**src/rtl/fpu_pkg.sv**
```systemverilog
// Shared FPU types and constants: binary32 layout, special encodings, divider FSM states.
// Latency: n/a (declarations only).
// Backpressure: n/a.
package fpu_pkg;

    typedef struct packed {
        logic        sign;
        logic [7:0]  exp;
        logic [22:0] frac;
    } fp32_t;

    localparam int          FP_BIAS    = 127;
    localparam logic [31:0] FP_QNAN    = 32'h7FC00000;
    localparam logic [7:0]  FP_INF_EXP = 8'hFF;

    // Last value of the iteration counter: 26 quotient bits, counted 0..25.
    localparam logic [4:0]  FDIV_LAST_ITER = 5'd25;

    typedef enum logic [1:0] {
        ST_IDLE,
        ST_DIV,
        ST_ROUND,
        ST_DONE
    } fdiv_state_t;

endpackage

```
**src/rtl/fp_rne_round.sv**
```systemverilog
// Round-to-nearest-even and range check of a normalised 24-bit mantissa into packed binary32.
// Latency: combinational.
// Backpressure: none; the caller registers the result.
module fp_rne_round
    import fpu_pkg::*;
(
    input  logic               sign,
    input  logic signed [9:0]  exp,
    input  logic [23:0]        mant,
    input  logic               g,
    input  logic               s,
    output logic [31:0]        res,
    output logic               of,
    output logic               uf,
    output logic               nx
);

    logic              inc;
    logic [24:0]       sum;
    logic signed [9:0] exp_adj;
    logic [22:0]       frac;
    fp32_t             packed_res;

    // Round the mantissa, absorb a carry-out into the exponent, then clamp to the normal range.
    always_comb begin
        inc        = g & (s | mant[0]);
        sum        = {1'b0, mant} + {24'd0, inc};
        exp_adj    = exp;
        frac       = sum[22:0];
        if (sum[24]) begin
            // Carry-out only happens from all-ones, so the fraction becomes zero.
            frac    = sum[23:1];
            exp_adj = exp + 10'sd1;
        end
        packed_res = '{sign: sign, exp: exp_adj[7:0], frac: frac};
        of         = 1'b0;
        uf         = 1'b0;
        nx         = g | s;
        if (exp_adj >= 10'sd255) begin
            packed_res = '{sign: sign, exp: FP_INF_EXP, frac: 23'd0};
            of         = 1'b1;
            nx         = 1'b1;
        end else if (exp_adj <= 10'sd0) begin
            // No subnormal outputs: tiny results flush to signed zero.
            packed_res = '{sign: sign, exp: 8'd0, frac: 23'd0};
            uf         = 1'b1;
            nx         = 1'b1;
        end
        res = packed_res;
    end

endmodule

```
**src/rtl/fdiv_seq.sv**
```systemverilog
// Sequential binary32 divider (restoring, 1 quotient bit/cycle, RNE); flags port with FDIV_FLAGS_EN.
// Latency: 27 cycles from accept for normal operands, 1 cycle for special operands.
// Backpressure: in_ready only in IDLE; result held stable until out_ready, one op in flight.
module fdiv_seq
    import fpu_pkg::*;
(
    input  logic        clk,
    input  logic        rst_n,
    input  logic        in_valid,
    output logic        in_ready,
    input  logic [31:0] var1,
    input  logic [31:0] var2,
    output logic        out_valid,
    input  logic        out_ready,
`ifdef FDIV_FLAGS_EN
    output logic [4:0]  flags,
`endif
    output logic [31:0] res
);

    fdiv_state_t       state, state_nx;
    logic [4:0]        cnt;
    logic [25:0]       quo;
    logic [25:0]       rem;
    logic [23:0]       dvsr;
    logic              sign_r;
    logic signed [9:0] exp_r;

    fp32_t       op_a, op_b;
    logic        a_zero, a_inf, a_nan, b_zero, b_inf, b_nan;
    logic        res_sign;
    logic        spec_hit, spec_nv, spec_dz;
    logic [31:0] spec_res;

    logic [26:0]       diff;
    logic              qbit;
    logic [25:0]       rem_nx;
    logic [23:0]       n_mant;
    logic              n_g, n_s;
    logic signed [9:0] n_exp;
    logic [31:0]       rnd_res;
    logic              rnd_of, rnd_uf, rnd_nx;

    assign op_a     = var1;
    assign op_b     = var2;
    assign res_sign = op_a.sign ^ op_b.sign;

    // Classify operands; subnormals count as zero.
    always_comb begin
        a_zero = (op_a.exp == 8'd0);
        b_zero = (op_b.exp == 8'd0);
        a_inf  = (op_a.exp == FP_INF_EXP) && (op_a.frac == 23'd0);
        b_inf  = (op_b.exp == FP_INF_EXP) && (op_b.frac == 23'd0);
        a_nan  = (op_a.exp == FP_INF_EXP) && (op_a.frac != 23'd0);
        b_nan  = (op_b.exp == FP_INF_EXP) && (op_b.frac != 23'd0);
    end

    // Special-operand result, in priority order; spec_hit bypasses the iteration.
    always_comb begin
        spec_hit = 1'b1;
        spec_nv  = 1'b0;
        spec_dz  = 1'b0;
        spec_res = 32'd0;
        if (a_nan || b_nan || (a_zero && b_zero) || (a_inf && b_inf)) begin
            spec_res = FP_QNAN;
            spec_nv  = 1'b1;
        end else if (b_zero && !a_inf) begin
            spec_res = {res_sign, FP_INF_EXP, 23'd0};
            spec_dz  = 1'b1;
        end else if (a_inf) begin
            spec_res = {res_sign, FP_INF_EXP, 23'd0};
        end else if (b_inf || a_zero) begin
            spec_res = {res_sign, 31'd0};
        end else begin
            spec_hit = 1'b0;
        end
    end

    // One restoring step: subtract if it does not go negative, then shift the remainder.
    always_comb begin
        diff   = {1'b0, rem} - {3'b000, dvsr};
        qbit   = ~diff[26];
        rem_nx = qbit ? {diff[24:0], 1'b0} : {rem[24:0], 1'b0};
    end

    // Normalise the quotient so the integer bit is 1, and split off guard/sticky.
    always_comb begin
        if (quo[25]) begin
            n_mant = quo[25:2];
            n_g    = quo[1];
            n_s    = quo[0] | (|rem);
            n_exp  = exp_r;
        end else begin
            n_mant = quo[24:1];
            n_g    = quo[0];
            n_s    = |rem;
            n_exp  = exp_r - 10'sd1;
        end
    end

    fp_rne_round u_round (
        .sign (sign_r),
        .exp  (n_exp),
        .mant (n_mant),
        .g    (n_g),
        .s    (n_s),
        .res  (rnd_res),
        .of   (rnd_of),
        .uf   (rnd_uf),
        .nx   (rnd_nx)
    );

    // FSM state register.
    always_ff @(posedge clk or negedge rst_n) begin
        if (!rst_n) state <= ST_IDLE;
        else        state <= state_nx;
    end

    // Next-state and handshake outputs.
    always_comb begin
        state_nx  = state;
        in_ready  = 1'b0;
        out_valid = 1'b0;
        case (state)
            ST_IDLE: begin
                in_ready = 1'b1;
                if (in_valid) state_nx = spec_hit ? ST_DONE : ST_DIV;
            end
            ST_DIV: begin
                if (cnt == FDIV_LAST_ITER) state_nx = ST_ROUND;
            end
            ST_ROUND: state_nx = ST_DONE;
            ST_DONE: begin
                out_valid = 1'b1;
                if (out_ready) state_nx = ST_IDLE;
            end
            default: state_nx = ST_IDLE;
        endcase
    end

    // Datapath: latch operands on accept, iterate in DIV, register the rounded result.
    always_ff @(posedge clk or negedge rst_n) begin
        if (!rst_n) begin
            cnt    <= 5'd0;
            quo    <= 26'd0;
            rem    <= 26'd0;
            dvsr   <= 24'd0;
            sign_r <= 1'b0;
            exp_r  <= 10'sd0;
            res    <= 32'd0;
        end else begin
            case (state)
                ST_IDLE: begin
                    if (in_valid) begin
                        cnt    <= 5'd0;
                        quo    <= 26'd0;
                        rem    <= {2'b00, 1'b1, op_a.frac};
                        dvsr   <= {1'b1, op_b.frac};
                        sign_r <= res_sign;
                        exp_r  <= $signed({2'b00, op_a.exp}) - $signed({2'b00, op_b.exp})
                                  + 10'(FP_BIAS);
                        if (spec_hit) res <= spec_res;
                    end
                end
                ST_DIV: begin
                    rem <= rem_nx;
                    quo <= {quo[24:0], qbit};
                    cnt <= cnt + 5'd1;
                end
                ST_ROUND: res <= rnd_res;
                default: ;
            endcase
        end
    end

`ifdef FDIV_FLAGS_EN
    // Exception flags {NV,DZ,OF,UF,NX}, registered alongside res and cleared on handoff.
    always_ff @(posedge clk or negedge rst_n) begin
        if (!rst_n) begin
            flags <= 5'd0;
        end else begin
            case (state)
                ST_IDLE:  if (in_valid && spec_hit) flags <= {spec_nv, spec_dz, 3'b000};
                ST_ROUND: flags <= {2'b00, rnd_of, rnd_uf, rnd_nx};
                ST_DONE:  if (out_ready) flags <= 5'd0;
                default: ;
            endcase
        end
    end
`else
    logic flags_unused;
    assign flags_unused = ^{spec_nv, spec_dz, rnd_of, rnd_uf, rnd_nx};
`endif

endmodule

```
**config.mk**
```make
export PLATFORM = sky130hd
export DESIGN_NAME = fdiv_seq
export DESIGN_NICKNAME = d
export VERILOG_FILES = /design/src/rtl/fpu_pkg.sv /design/src/rtl/fp_rne_round.sv /design/src/rtl/fdiv_seq.sv
export SDC_FILE = /design/constraint.sdc
export NUM_CORES = 1
export LEC_CHECK = 0
export CAP_MARGIN = 20
export CORE_MARGIN = 8
export CORE_UTILIZATION = 55
export CTS_CLUSTER_SIZE = 12
export DETAILED_ROUTE_END_ITERATION = 8
export MAX_ROUTING_LAYER = met4
export PLACE_DENSITY = 0.79
export SLEW_MARGIN = 20
export SYNTH_ARGS = -nofsm -noshare
export SYNTH_HDL_FRONTEND = slang
export SYNTH_SLANG_ARGS = --single-unit
```
**constraint.sdc**
```tcl
create_clock -name clk -period 7 [get_ports clk]
set_clock_uncertainty 0.2 [all_clocks]
set_input_delay 1.4 -clock clk [delete_from_list [all_inputs] [get_ports clk]]
set_output_delay 1.4 -clock clk [all_outputs]
set_load 0.02 [all_outputs]
```
* Word level (Yosys, flattened, before mapping)
Index checks and enable logic that the tools add are counted.
Word-level totals: RAM bits 0, memories kept 0, latch bits 0, output and inout port bits 34, flip-flop bits (word level) 126, logic and storage cells 91, input bits 68, ROM bits 0
Operators by class: add/sub/neg operators 7, div/mod/pow operators 0, reduce and logical (&&, ||, !) cells 26, multiply operators 0, magnitude comparators 2, bitwise logic cells 5, shift operators 0, eq/ne operators 10, muxes and demuxes 33
Operators with widths (count):
- $mux 32 | 6
- $pmux 26 s2 | 2
- $mux 26 | 3
- $pmux 32 s2 | 1
- $mux 31 | 2
- $logic_not 23->1 | 2
- $reduce_bool 23->1 | 2
- $sub 26x24->27 | 1
- $reduce_or 26->1 | 1
- $add 24x1->25 | 1
- $mux 24 | 1
- $mux 23 | 1
- $mux 10 | 2
- $eq 8x8->1 const B | 2
- $logic_not 8->1 | 2
- $add 10x2->10 const B | 1
- $add 9x8->10 const B | 1
- $ge 10x9->1 const B | 1
- $le 10x1->1 const B | 1
- $pmux 5 s2 | 1
- $sub 10x2->10 const B | 1
- $sub 8x8->9 | 1
- $mux 1 | 8
- $mux 2 | 4
- 18 further kinds | 35

* Logic depth before layout (Yosys ltp)
Gate-level depths: netlist (run 1).
word-level depth 11, depth in mapped cells 19, depth with buffers taken out 13

* Cells and area by module
Synthesis (run 1) repeated with hierarchy kept, for this count alone.
Second synthesis, totals: cell total of the unflattened synthesis 1036, area total of the unflattened synthesis 9028.7 µm²
Modules (own cells, without submodules):
- fdiv_seq | area each 7712.4 µm², instances 1, cells each 844, seq. area each 3153.0 µm²
- fp_rne_round | area each 1316.3 µm², instances 1, cells each 192, seq. area each 0.0 µm²

* Worst setup path after synthesis (run 1)
Ideal clock, no wire load.
path type register -> register, start register quo[25], end register res[3], data arrival time 4761 ps, required time 6710 ps, buffers on the path 7, cell stages (with the launch flop) 19, setup time 90 ps, slack 1949 ps, clock period less this slack 5051 ps, path through dfrtp_1 > buf_6 > buf_2 > clkbuf_1 > buf_1 > clkbuf_1 > mux2_2 > ha_1 > nand3_1 > a21o_1 > or4b_4 > buf_6 > nor2_1 > nand2_1 > xor2_1 > a41o_1 > or4_1 > buf_6 > o31ai_4
Between the ends: longest elaborated chain between the ends 9, elaborated cells between the ends (all ways) 15, classes of those cells 2 x add/sub; 2 x order compare; 9 x mux; 2 x bitwise
RTL lines:
- from (decl) | RTL line fdiv_seq.sv:23 | logic [25:0] quo;
- from (signal assigned) | RTL line fdiv_seq.sv:167 | quo <= {quo[24:0], qbit};
- $mux 1 or $mux 24 (tied branches) | RTL line fdiv_seq.sv:88 | if (quo[25]) begin
- $or 1x1->1 | RTL line fp_rne_round.sv:26 | inc = g & (s | mant[0]);
- $and 1x1->1 | RTL line fp_rne_round.sv:26
- $add 24x1->25 | RTL line fp_rne_round.sv:27 | sum = {1'b0, mant} + {24'd0, inc};
- $mux 10 | RTL line fp_rne_round.sv:30 | if (sum[24]) begin
- $le 10x1->1 | RTL line fp_rne_round.sv:43 | end else if (exp_adj <= 10'sd0) begin
- $mux 31 | RTL line fp_rne_round.sv:43
- $mux 31 * | RTL line fp_rne_round.sv:39 | if (exp_adj >= 10'sd255) begin
- $pmux 32 s2 * | RTL line fdiv_seq.sv:152 | case (state)
- to (signal assigned) | RTL line fdiv_seq.sv:162 | if (spec_hit) res <= spec_res;
- to (signal assigned) | RTL line fdiv_seq.sv:170 | ST_ROUND: res <= rnd_res;
- to (decl) | RTL line fdiv_seq.sv:18 | output logic [31:0] res
Every way passes the cells marked *; elsewhere a longest branch is shown, timed or not. A chain may end at the register's enable or synchronous reset.

* Final worst setup path (run 1)
start register quo[25], end register res[20]
Same word-level chain as after synthesis.

==> metrics, run 1 <==
outcome=finished, final reports clean; IO Count=102; area of the multi-input gates=5470 um^2; Fmax achieved=211 MHz; DP Worst Slack=2.40 ns; Hold Crit Class=reg2reg; type of origin of the critical path=flip-flop; Max FO, Critical Path=52; VDD IR-drop max=294 uV; Initial Util=0.556; Critical Path Source=quo[25]; ys flop type=dfrtp_1; cell area after layout=10800 um^2; share of cells above drive strength 1=0.0921; RSZ-0062 raised after global routing=no; most common cell after layout, fill and taps aside=dfrtp_1; first-pass GRT wire length=39.3 mm; Synth async-reset ratio=1.00; Critical Path RT=7.08 ns; number of synthesized register bits=126; Post-synth EDFFs=0; cts hold-fix bufs=0; hold path cells=2; FF/Latch Area=3150 um^2; endpoints failing setup=0; register area share after synthesis=0.347; Yosys cell types=74; Core Area=16300 um^2; CTS tree=built; Cells after Synth=1019; Post-CTS Resized=0; Avg Cell Area, Syn=8.92 um^2; post-synth top area share=0.347; HPWL Detailed=18.3 mm; r2r startpoint=quo[25]; worst-case hold path end point=dvsr[23]; dpl cell area=10200 um^2; leakage=4.51 nW; number of port buffers=101; worst hold path startpoint=dvsr[23]; largest area contributor in the netlist=dfrtp_1; FP Rows=47; vias in the first global route=7800; chip height=145 um; Detail Route Antenna Nets=0; Filler cells=1383; highest-count cells in the layout ignoring fill and taps=dfrtp_1, clkdlybuf4s50_1, nand2_1; Vias/cell=6.09; Final GP Congestion=0.951; Netlist Area Pre-Place=9090 um^2; Routed WL=24.5 mm; H-tree Lvls=4; Slew headroom=0.449; chip width=145 um; crit path DAT=4.81 ns; Tcrit/Tclk final=0.676; largest net degree at the start of global routing=67; Net Count, Synth=1131; Avg WL per Cell=18.6 um; yosys warns=0; Post-CTS Setup Bufs=0; final core utilization=0.661; detailed-route via count=8014; Hold Vio Cnt, Final=0; Total GRT Usage=0.246; Total Power=0.00495 W; top cells by area, synth=dfrtp_1, ha_1, xnor2_1; fin nets=1196; Root Driver=clkbuf_16; reg2reg end=res[20]; DRT Pass-1 Iters=5; Tmin final=4.73 ns; Num CTS Buffers=17; gr ovfl total=0; R2R setup slack=2.27 ns; max_cap viols=0; Post-route DRC=0; Sink Count=126; PnR worst setup slack=2.27 ns; pwr/cell area=458 nW/um^2; Setup CP Type=reg2reg; reg2reg path depth=10; max-slew violation count=0; clock tree buffer depth=2; Ant. Diodes=0; Slew @ Worst Pin=0.825 ns; Reg clk slew, reported paths=0.06 ns; Final TNS setup=0 ns; Initial DRC Count=680; die area=20900 um^2; CP Capture Type=flip-flop; Area Overhead vs Synth=18.9%; worst skew pair latency=0.42 ns; initial antenna violation count=0
[synthesized netlist by cell type, types with 6 or more instances]
cell type,count
a31oi_1,14
a22oi_1,18
nor2b_1,13
or3_1,8
xor2_1,38
inv_1,54
nor2_1,58
ha_1,42
a21oi_1,59
and3_1,6
o21a_1,10
buf_2,6
mux2i_1,33
o31ai_2,7
nand4_1,15
nand2_1,92
and2_1,8
a32o_1,14
xnor2_1,40
dfrtp_1,126
nor3_1,22
a211oi_1,7
nand2b_1,11
o21ai_0,63
nand3_1,26
mux2_2,31
a21o_1,11
a22o_1,29
buf_1,10
nor4_1,25
clkbuf_1,43
[logic make-up (layout without fill, tap and decap cells)]
| logic type | count (synthesis) | after routing | synth area share |
|---|---|---|---|
| DFF | 126 | 126 | 0.347 |
| adders and majority gates | 44 | 44 | 0.0622 |
| xor gates and xnor gates | 78 | 78 | 0.0751 |
| buffers and inverters | 118 | 196 | 0.0530 |
| and+or+nand+nor | 312 | 312 | 0.177 |
| AOI/OAI and AO/OA | 277 | 277 | 0.211 |
| muxes | 64 | 64 | 0.0747 |
[power by group]
group	leakage (nW)	switching, W	internal, W
Combinational	2.57	0.00160	0.00115
Clock	0.311	0.000329	0.000620
Sequential	1.63	0.000284	0.000968
[state kept, by name, indices dropped and copies added (netlist names)]
register / cells
cnt: 5
dvsr: 24
exp_r: 10
quo: 26
rem: 26
res: 32
sign_r: 1
state: 2
[worst max-delay path, cell delays in order (launching register included)]
cell and delay [ns]:
dfrtp_2 0.40, buf_4 0.51, mux2i_1 0.25, or3_4 0.47, or4b_4 0.63, nor4_1 0.52, nor3b_1 0.30, o21ai_1 0.12
nor4_2 0.44, or4_1 0.58, o21ai_1 0.15
[layout make-up]
class / count / share of cell area
multi-input cells: 775 / 0.506
flip-flops and latches: 126 / 0.292
repair buffers: 110 / 0.0995
clock buffers: 20 / 0.0432
well taps: 220 / 0.0255
inverters: 54 / 0.0187
clock inverters: 12 / 0.0153
[worst max-delay path by stage]
stage / endpoint / slack [ns] / cells past startpoint
after CTS: res[20] / 2.33 / 10
after global placement: res[1] / 2.43 / 10
final: res[20] / 2.27 / 10
after detailed placement: res[20] / 2.40 / 10
after floorplan: res[3] / 1.95 / 18
after global routing: res[20] / 1.96 / 10
[through the flow]
step	hold slack (ns)	cells
floorplan	0.218	1019
global placement	0.232	1285
detailed placement	0.242	1285
CTS	0.255	1317
global route	0.291	1317
finish	0.258	1317
[per-layer routing]
layer / track usage / vias up / share of wire
li1: - / 3854 / -
met4: 0.0975 / 0 / 0.030
met2: 0.417 / 228 / 0.50
met1: 0.285 / 3886 / 0.43
met5: - / - / 0
met3: 0.0429 / 46 / 0.049
(Power assumes the default switching activity.)
==> run 2: changes to the inputs <==
--- a/config.mk
+++ b/config.mk
@@ -7,7 +7,7 @@
 export LEC_CHECK = 0
 export CAP_MARGIN = 20
 export CORE_MARGIN = 8
-export CORE_UTILIZATION = 55
+export CORE_UTILIZATION = 52
 export CTS_CLUSTER_SIZE = 12
 export DETAILED_ROUTE_END_ITERATION = 8
 export MAX_ROUTING_LAYER = met4
==> constraint.sdc (replaced) <==
create_clock -name clk -period 3.8 [get_ports clk]
set_clock_uncertainty 0.2 [all_clocks]
set_input_delay 0.76 -clock clk [delete_from_list [all_inputs] [get_ports clk]]
set_output_delay 0.76 -clock clk [all_outputs]
set_load 0.02 [all_outputs]
==> metrics, run 2 (same netlist as run 1, synthesis figures left out) <==
critical-path cell list=nand2b_4 > a21boi_4 > ha_4 > nand3_4 > a21o_1 > or4b_4 > buf_12 > nor3_4 > nor2b_4 > xnor2_2 > a41o_1 > or4_4 > buf_4 > o31ai_2 (was buf_4 > mux2i_1 > or3_4 > or4b_4 > nor4_1 > nor3b_1 > o21ai_1 > nor4_2 > or4_1 > o21ai_1); biggest regs=res: 32 flops, quo: 26 flops, rem: 26 flops (unchanged); VDD IR-drop max=567 uV (was 294 uV); vias in the first global route=8112 (was 7800); endpoints failing setup=9 (was 0); max incr delay on CP=0.56 ns (was 0.63 ns); Ant. Diodes=0 (unchanged); highest-count cells in the layout ignoring fill and taps=dfrtp_1, clkdlybuf4s50_1, nand2_1 (unchanged); outcome=finished with violations (was finished, final reports clean); HPWL Detailed=18.8 mm (was 18.3 mm); Sink Count=126 (unchanged); gr ovfl total=0 (unchanged); Filler cells=1381 (was 1383); number of port buffers=101 (unchanged); Fmax achieved=260 MHz (was 211 MHz); Avg WL per Cell=18.7 um (was 18.6 um); first-pass GRT wire length=40.9 mm (was 39.3 mm); Critical Path Source=quo[25] (unchanged); crit path DAT=3.98 ns (was 4.81 ns); most common cell after layout, fill and taps aside=dfrtp_1 (unchanged); Vias/cell=6.05 (was 6.09); Slew headroom=0.409 (was 0.449); failing checks=negative setup slack; Initial DRC Count=500 (was 680); chip height=148 um (was 145 um); IO Count=102 (unchanged); cell with the largest stage delay on the worst path=or4b_4 (unchanged); fin nets=1258 (was 1196); PnR worst setup slack=-0.0483 ns (was 2.27 ns); Bufs and invs on worst path=2 (was 1); Hold WS=0.232 ns (was 0.258 ns); Critical Path RT=3.93 ns (was 7.08 ns); cell area after layout=11600 um^2 (was 10800 um^2); leakage=4.91 nW (was 4.51 nW); clock tree buffer depth=2 (unchanged); FP Rows=48 (was 47); Initial Util=0.529 (was 0.556); detailed-route via count=8363 (was 8014); Num CTS Buffers=17 (unchanged); initial antenna violation count=0 (unchanged); Top reg by flops=res (unchanged); type of origin of the critical path=flip-flop (unchanged); Crit path max-delay family=simple AND/OR/NAND/NOR gates (unchanged); Tcrit/Tclk final=1.01 (was 0.676); Area Overhead vs Synth=27.4% (was 18.9%); share of cells above drive strength 1=0.156 (was 0.0921); max-slew violation count=0 (unchanged); DRT Pass-1 Iters=6 (was 5); Final GP Congestion=0.972 (was 0.951); CP Capture Type=flip-flop (unchanged); largest net degree at the start of global routing=63 (was 67); H-tree Lvls=4 (unchanged); CTS tree=built (unchanged); Core Area=17200 um^2 (was 16300 um^2); Hold Crit Class=in2async (was reg2reg); Routed WL=25.9 mm (was 24.5 mm); worst skew pair latency=0.42 ns (about the same); RSZ-0062 raised after global routing=yes (was no); Root Driver=clkbuf_16 (unchanged); Setup CP Type=reg2reg (unchanged); Total GRT Usage=0.235 (was 0.246); r2r startpoint=quo[25] (unchanged); Reg clk slew, reported paths=0.05 ns (was 0.06 ns); max_cap viols=0 (unchanged); Detail Route Antenna Nets=0 (unchanged); max reg flops=32 (unchanged); Post-route DRC=0 (unchanged); Tmin final=3.85 ns (was 4.73 ns); DP Worst Slack=-0.140 ns (was 2.40 ns); pwr/cell area=841 nW/um^2 (was 458 nW/um^2); Slew @ Worst Pin=0.886 ns (was 0.825 ns); dpl cell area=10600 um^2 (was 10200 um^2); chip width=148 um (was 145 um); Hold Vio Cnt, Final=0 (unchanged); Max FO, Critical Path=6 (was 52); Final TNS setup=-0.203 ns (was 0 ns); die area=22000 um^2 (was 20900 um^2)
run 2: cell types whose count changed in the layout (fill, tap and decap cells not counted), sizes merged:
cell      previous run  this run
clkbuf              20        23
clkinv               6         3
clkinvlp             2         0
buf                 10        72
run 2: path summary, 6_finish.rpt:
path | to | slack (ns) | depth (start not counted)
max | res[8] | -0.05 | 14
max reg2reg | res[8] | -0.05 | 14
min | quo[8] | 0.23 | 1
min in group clk | dvsr[23] | 0.27 | 2
max in group asynchronous | res[30] | 2.36 | 2
min reg2reg | dvsr[23] | 0.27 | 2
run 2: area by class of cell:
cell class / count / area [um^2] / area share
clock buffers: 23 / 478 / 0.0413
clock inverters: 7 / 135 / 0.0117
inverters: 54 / 203 / 0.0175
multi-input cells: 775 / 5720 / 0.494
flip-flops and latches: 126 / 3150 / 0.272
well taps: 225 / 282 / 0.0243
repair buffers: 172 / 1610 / 0.139
run 2: timing repair:
action / CTS / global route
pin swaps: 1 / 17
endpoints found under the hold margin: 0 / 0
resized for setup: 4 / 39
gates cloned: 0 / 1
hold buffers: 0 / 0
setup endpoints to repair: 25 / 27
buffers inserted: 2 / 18
run 2: metal layers:
layer	track usage	up-vias	share of wire
met5	-	-	0
met4	0.0688	0	0.020
met3	0.0383	48	0.047
met2	0.400	290	0.51
met1	0.283	4042	0.42
li1	-	3983	-
run 2: per-stage QoR:
step                       util  total power (W)  instances
after detailed placement  0.616          0.00757       1336
after CTS                 0.654          0.00936       1368
after global placement    0.616          0.00745       1336
after floorplan               -          0.00611       1019
after global routing      0.674           0.0104       1382
final                     0.674          0.00974       1382
run 2: worst register-to-register path: stages, from the launching register on:
cell,delay [ns]
dfrtp_2,0.45
nand2b_4,0.18
a21boi_4,0.18
ha_4,0.18
nand3_4,0.08
a21o_1,0.19
or4b_4,0.56
buf_12,0.17
nor3_4,0.13
nor2b_4,0.20
xnor2_2,0.08
a41o_1,0.23
or4_4,0.56
buf_4,0.19
o31ai_2,0.17
run 2: where the power goes:
part	total (W)	internal, W	switching, W
combinational	0.00577	0.00249	0.00327
clock	0.00172	0.00114	0.000578
sequential	0.00225	0.00178	0.000470
==> run 3: changes to the inputs <==
--- a/config.mk
+++ b/config.mk
@@ -10,9 +10,12 @@
 export CORE_UTILIZATION = 52
 export CTS_CLUSTER_SIZE = 12
 export DETAILED_ROUTE_END_ITERATION = 8
+export GPL_ROUTABILITY_DRIVEN = 0
+export HOLD_SLACK_MARGIN = 0.08
 export MAX_ROUTING_LAYER = met4
 export PLACE_DENSITY = 0.79
 export SLEW_MARGIN = 20
 export SYNTH_ARGS = -nofsm -noshare
 export SYNTH_HDL_FRONTEND = slang
 export SYNTH_SLANG_ARGS = --single-unit
+export TNS_END_PERCENT = 5
==> metrics, run 3 (same netlist as run 1, synthesis figures left out) <==
outcome=finished with violations (unchanged); failing checks=negative setup slack (unchanged); area of the multi-input gates=5640 um^2 (was 5720 um^2); r2r startpoint=quo[25] (unchanged); Slew headroom=0.390 (was 0.409); Tcrit/Tclk final=1.02 (was 1.01); Avg WL per Cell=18.3 um (was 18.7 um); Top reg by flops=res (unchanged); pwr/cell area=839 nW/um^2 (was 841 nW/um^2); Post-route DRC=0 (unchanged); Tmin final=3.86 ns (was 3.85 ns); Area Overhead vs Synth=27.9% (was 27.4%); most common cell after layout, fill and taps aside=dfrtp_1 (unchanged); Fmax achieved=259 MHz (was 260 MHz); H-tree Lvls=4 (unchanged); Hold Crit Class=in2async (unchanged); FF/Latch Area=3150 um^2 (unchanged); R2R setup slack=-0.06 ns (was -0.05 ns); Hold Vio Cnt, Final=0 (unchanged); largest net degree at the start of global routing=72 (was 63); Root Driver=clkbuf_16 (unchanged); Max FO, Critical Path=5 (was 6); Final TNS setup=-0.362 ns (was -0.203 ns); first-pass GRT wire length=41.5 mm (was 40.9 mm); met3 wire len=1.37 mm (was 1.21 mm); detailed-route via count=8443 (was 8363); Total GRT Usage=0.239 (was 0.235); type of origin of the critical path=flip-flop (unchanged); Initial DRC Count=648 (was 500); gr ovfl total=0 (unchanged); worst skew pair latency=0.43 ns (was 0.42 ns); wire length on met2=12.8 mm (was 13.2 mm); Num CTS Buffers=17 (unchanged); initial antenna violation count=0 (unchanged); Vias/cell=6.00 (was 6.05); Setup CP Type=reg2reg (unchanged); leakage=4.97 nW (was 4.91 nW); met1 wire length=10.7 mm (was 10.9 mm); max reg flops=32 (unchanged); number of port buffers=101 (unchanged); highest-count cells in the layout ignoring fill and taps=dfrtp_1, clkdlybuf4s50_1, nand2_1 (unchanged); vias in the first global route=8353 (was 8112); Ant. Diodes=0 (unchanged); DP Worst Slack=-0.393 ns (was -0.140 ns); Sink Count=126 (unchanged); PnR worst setup slack=-0.0607 ns (was -0.0483 ns); HPWL Detailed=19.3 mm (was 18.8 mm); Core Area=17200 um^2 (unchanged); reg2reg path depth=15 (was 14); IO Count=102 (unchanged); reg2reg end=res[6] (was res[8]); Initial Util=0.529 (unchanged); CTS tree=built (unchanged); Slew @ Worst Pin=0.915 ns (was 0.886 ns); chip height=148 um (unchanged); max_cap viols=0 (unchanged); top sig layer=met4 (unchanged); biggest regs=res: 32 flops, quo: 26 flops, rem: 26 flops (unchanged); chip width=148 um (unchanged); VDD IR-drop max=532 uV (was 567 uV); die area=22000 um^2 (unchanged); CP Capture Type=flip-flop (unchanged); Critical Path RT=3.93 ns (about the same); RSZ-0062 raised after global routing=yes (unchanged); Detail Route Antenna Nets=0 (unchanged); crit path DAT=3.99 ns (was 3.98 ns); DRT Pass-1 Iters=5 (was 6); cts hold-fix bufs=0 (unchanged); Routed WL=25.7 mm (was 25.9 mm); Filler cells=1335 (was 1381); endpoints failing setup=8 (was 9); Critical Path Source=quo[25] (unchanged); FP Rows=48 (unchanged); share of cells above drive strength 1=0.179 (was 0.156); Reg clk slew, reported paths=0.06 ns (was 0.05 ns); fin nets=1281 (was 1258); clock tree buffer depth=2 (unchanged); max-slew violation count=0 (unchanged)
run 3: cell count changes in the layout (fill, tap and decap cells not counted), sizes merged:
| cell | change |
|---|---|
| clkinvlp | +4 |
| clkinv | +2 |
| buf | +23 |
| clkbuf | -2 |
| bufinv | -2 |
run 3: cell type report:
cell class / instances / share of cell area
multi-input cells: 775 / 0.485
flip-flops and latches: 126 / 0.271
repair buffers: 195 / 0.152
clock buffers: 21 / 0.0405
well taps: 225 / 0.0242
inverters: 54 / 0.0174
clock inverters: 11 / 0.00990
run 3: what timing repair did:
| item | 4_1_cts | 5_1_grt |
|---|---|---|
| pin swaps | 8 | 8 |
| cloned | 1 | 0 |
| buffers inserted | 5 | 4 |
| hold endpoints to repair | 0 | 0 |
| setup endpoints to repair | 24 | 32 |
| resized for setup | 14 | 18 |
run 3: power by group:
part	switching [W]	internal, W	total, W
Clock	0.000622	0.00101	0.00163
Sequential	0.000429	0.00178	0.00221
Combinational	0.00332	0.00260	0.00591
run 3: worst max path at each step:
stage / to / slack, ns / cells after the start
CTS: res[8] / -0.03 / 12
finish: res[6] / -0.06 / 15
floorplan: res[10] / -0.36 / 18
global placement: res[1] / -0.29 / 10
global route: res[12] / -0.19 / 15
detailed placement: res[5] / -0.39 / 13
run 3: layer usage:
layer / up-vias / track usage
li1: 4027 / -
met1: 4068 / 0.278
met2: 284 / 0.407
met3: 64 / 0.0383
met4: 0 / 0.0999
met5: - / -
run 3: critical path: stages (launching register included):
cell and delay (ns):
dfrtp_2 0.44, nand2b_4 0.16, a21boi_2 0.13, buf_4 0.13
ha_4 0.12, nand3_2 0.08, a21o_1 0.19, or4b_4 0.56
buf_4 0.18, nor4_4 0.18, xnor2_2 0.14, a41o_1 0.28
buf_4 0.14, or4_4 0.50, buf_6 0.16, o31ai_2 0.18
run 3: stage by stage:
stage / hold slack, ns / utilization / cell area (um^2) / instances / total power, W
floorplan: 0.218 / - / 9190 / 1019 / 0.00610
CTS: 0.256 / 0.670 / 11500 / 1403 / 0.00957
global route: 0.286 / 0.677 / 11600 / 1407 / 0.0104
finish: 0.255 / 0.677 / 11600 / 1407 / 0.00976
detailed placement: 0.243 / 0.629 / 10800 / 1365 / 0.00771
global placement: 0.233 / 0.629 / 10800 / 1365 / 0.00757
==> RTL change: new RTL, config.mk and constraints of run 1 <==
Encoding of `fdiv_state_t`: now Gray code (2 bits for 4 states).
--- a/src/rtl/fpu_pkg.sv
+++ b/src/rtl/fpu_pkg.sv
@@ -19,6 +19,6 @@
     typedef enum logic [1:0] {
-        ST_IDLE,
-        ST_DIV,
-        ST_ROUND,
-        ST_DONE
+        ST_IDLE  = 2'b00,
+        ST_DIV   = 2'b01,
+        ST_ROUND = 2'b11,
+        ST_DONE  = 2'b10
     } fdiv_state_t;
Function: same outputs for any inputs over 10 cycles, from zero or initial values and one cycle with rst_n low; not proved beyond that.
==> RTL change against run 1 <==
Cell count up 5.7%; via count up 4.9%; die area up 1.2%; setup slack better by 290 ps; wire length down 3.2%; sequential share of layout area about the same; clock power down 13%; sequential cell count unchanged; power up 11%; global-route usage down 1.5 points; cell area about the same; synthesized area up 1.3%; critical path type unchanged; critical endpoint is now res[21].
==> RTL change: results (changes against run 1) <==
Route
  • Routed via count: 8409 (+4.9%)
  • First-pass iteration count of the detailed router: 5 (unchanged)
  • Starting DRT DRC Count: 579 (-15%)
  • Wirelength, routed: 23.7 mm (-3.2%)

Setup path
  • Largest stage delay on the critical path: 740 ps (+110 ps)
  • Crit-path leading delay family: compound AO/OA/AOI/OAI gates
  • CP max FO: 19 (-63%)
  • Worst path slowest cell: o31ai_2

Final layout
  • Largest regs: res: 32 flops, quo: 26 flops, rem: 26 flops
  • Ant diodes: 0 (unchanged)
  • Post-layout nets: 1270 (+6.2%)
  • FILL cells: 1403 (+1.4%)
  • Share of cells above drive strength 1: 6.74% (-2.5 points)

Yosys
  • Post-synthesis xor/xnor area fraction: 8.18% (+0.66 points)
  • Sequential share of the synthesized area: 34.2% (-0.45 points)
  • Async set or reset register ratio after synthesis: 100% (unchanged)
  • Area contributors post-synth: dfrtp_1, nand2_1, o21ai_0
  • Yosys cell types: 73 (-1.4%)
  • List of most frequent post-synthesis cells: nand2_1, dfrtp_1, o21ai_0
  • Adder-cell share of the synthesized area: 5.60% (-0.62 points)
  • Synth Area in Compound Gates: 21.2% (+0.026 points)
  • Syn nets: 1213 (+7.3%)
  • Multiplexer area fraction after synthesis: 4.47% (-3.0 points)
  • Synthesis Warnings: 0 (unchanged)

Pwr
  • P_leak: 4.43 nW (-1.9%)
  • Switching part of the total power: 46.4% (+1.6 points)
  • Maximum VDD drop: 0.255 mV (-13%)
  • Combinational share of power: 58.9% (+3.3 points)

Clock network
  • CTS Buf Count: 17 (unchanged)
  • Post-CTS setup buffers: 0 (unchanged)
  • Clock buffer depth: 2 (unchanged)
  • CTS root buffer: clkbuf_16
  • Clock transition at path regs: 50 ps
  • CTS HTree Levels: 4 (unchanged)
  • Clk Latency, worst-skew pair: 420 ps (about the same)
  • PostCTS Resize Cnt: 0 (unchanged)

Min path
  • HP Class: reg -> reg

Global routing
  • Global-route wire length before repair: 39.9 mm (+1.6%)
  • Total track usage: 23.1% (-1.5 points)
  • Largest net degree at the start of global routing: 96 (+43%)
  • Initial antenna violation count: 0 (unchanged)
  • Vias in the first global route: 8117 (+4.1%)

Placed design
  • Placed wire-length estimate: 17.5 mm (-4.4%)
  • GP Congestion: 0.944 (-0.75%)
  • Setup WS pre-CTS: 2410 ps (+14.4 ps)
  • IO buf count: 101 (unchanged)

Timing
  • Worst-margin pin slew: 1010 ps (+184 ps)

Status
  • Status: completed
[RTL change: changes by cell type after synthesis, moves of 12 or more]
cell | run 1 | this run
nand2_1 | 92 | 161
o21ai_0 | 63 | 110
a22o_1 | 29 | 1
mux2_2 | 31 | 9
a21oi_1 | 59 | 44
nand4_1 | 15 | 28
and3_1 | 6 | 18
[RTL change: routing by layer]
layer,GRT usage [%],wire [um]
met3,4.88,1310
met2,37.1,11300
met1,28.3,10600
met5,-,0
met4,8.33,449
[RTL change: through the flow]
step	hold slack [ps]	total power, mW	util, %	instances	area (um^2)
5_1_grt	275	5.95	65.6	1392	10800
3_5_place_dp	240	4.65	62.3	1363	10300
6_report	251	5.50	65.6	1392	10800
2_1_floorplan	218	3.87	-	1105	9210
3_3_place_gp	232	4.58	62.3	1363	10300
4_1_cts	254	5.50	65.6	1392	10800
[RTL change: power by group through the flow]
stage          combinational [mW]  clock (mW)  sequential (mW)
3_5_place_dp                 3.21           0             1.44
5_1_grt                      3.60       0.860             1.49
2_1_floorplan                2.54           0             1.33
4_1_cts                      3.23       0.832             1.43
6_report                     3.24       0.823             1.44
3_3_place_gp                 3.15           0             1.43
[RTL change: layout make-up]
class	instances	area (um^2)	share of cell area [%]
clock buffer	21	470	4.35
clock inverter	8	67.6	0.625
inverter	48	180	1.67
multi-input combinational	861	5600	51.8
sequential	126	3150	29.2
tap	220	275	2.55
timing repair buffer	108	1060	9.82
[RTL change: worst paths after layout]
path	start	endpoint	slack, ps	depth (start not counted)
worst max-delay path	quo[25]	res[21]	2560	9
worst min-delay path	dvsr[23]	dvsr[23]	250	2
worst max register to register	quo[25]	res[21]	2560	9
worst min register to register	dvsr[23]	dvsr[23]	250	2
max in group asynchronous	rst_n	rem[23]	4390	2
min in group asynchronous	rst_n	res[24]	830	1
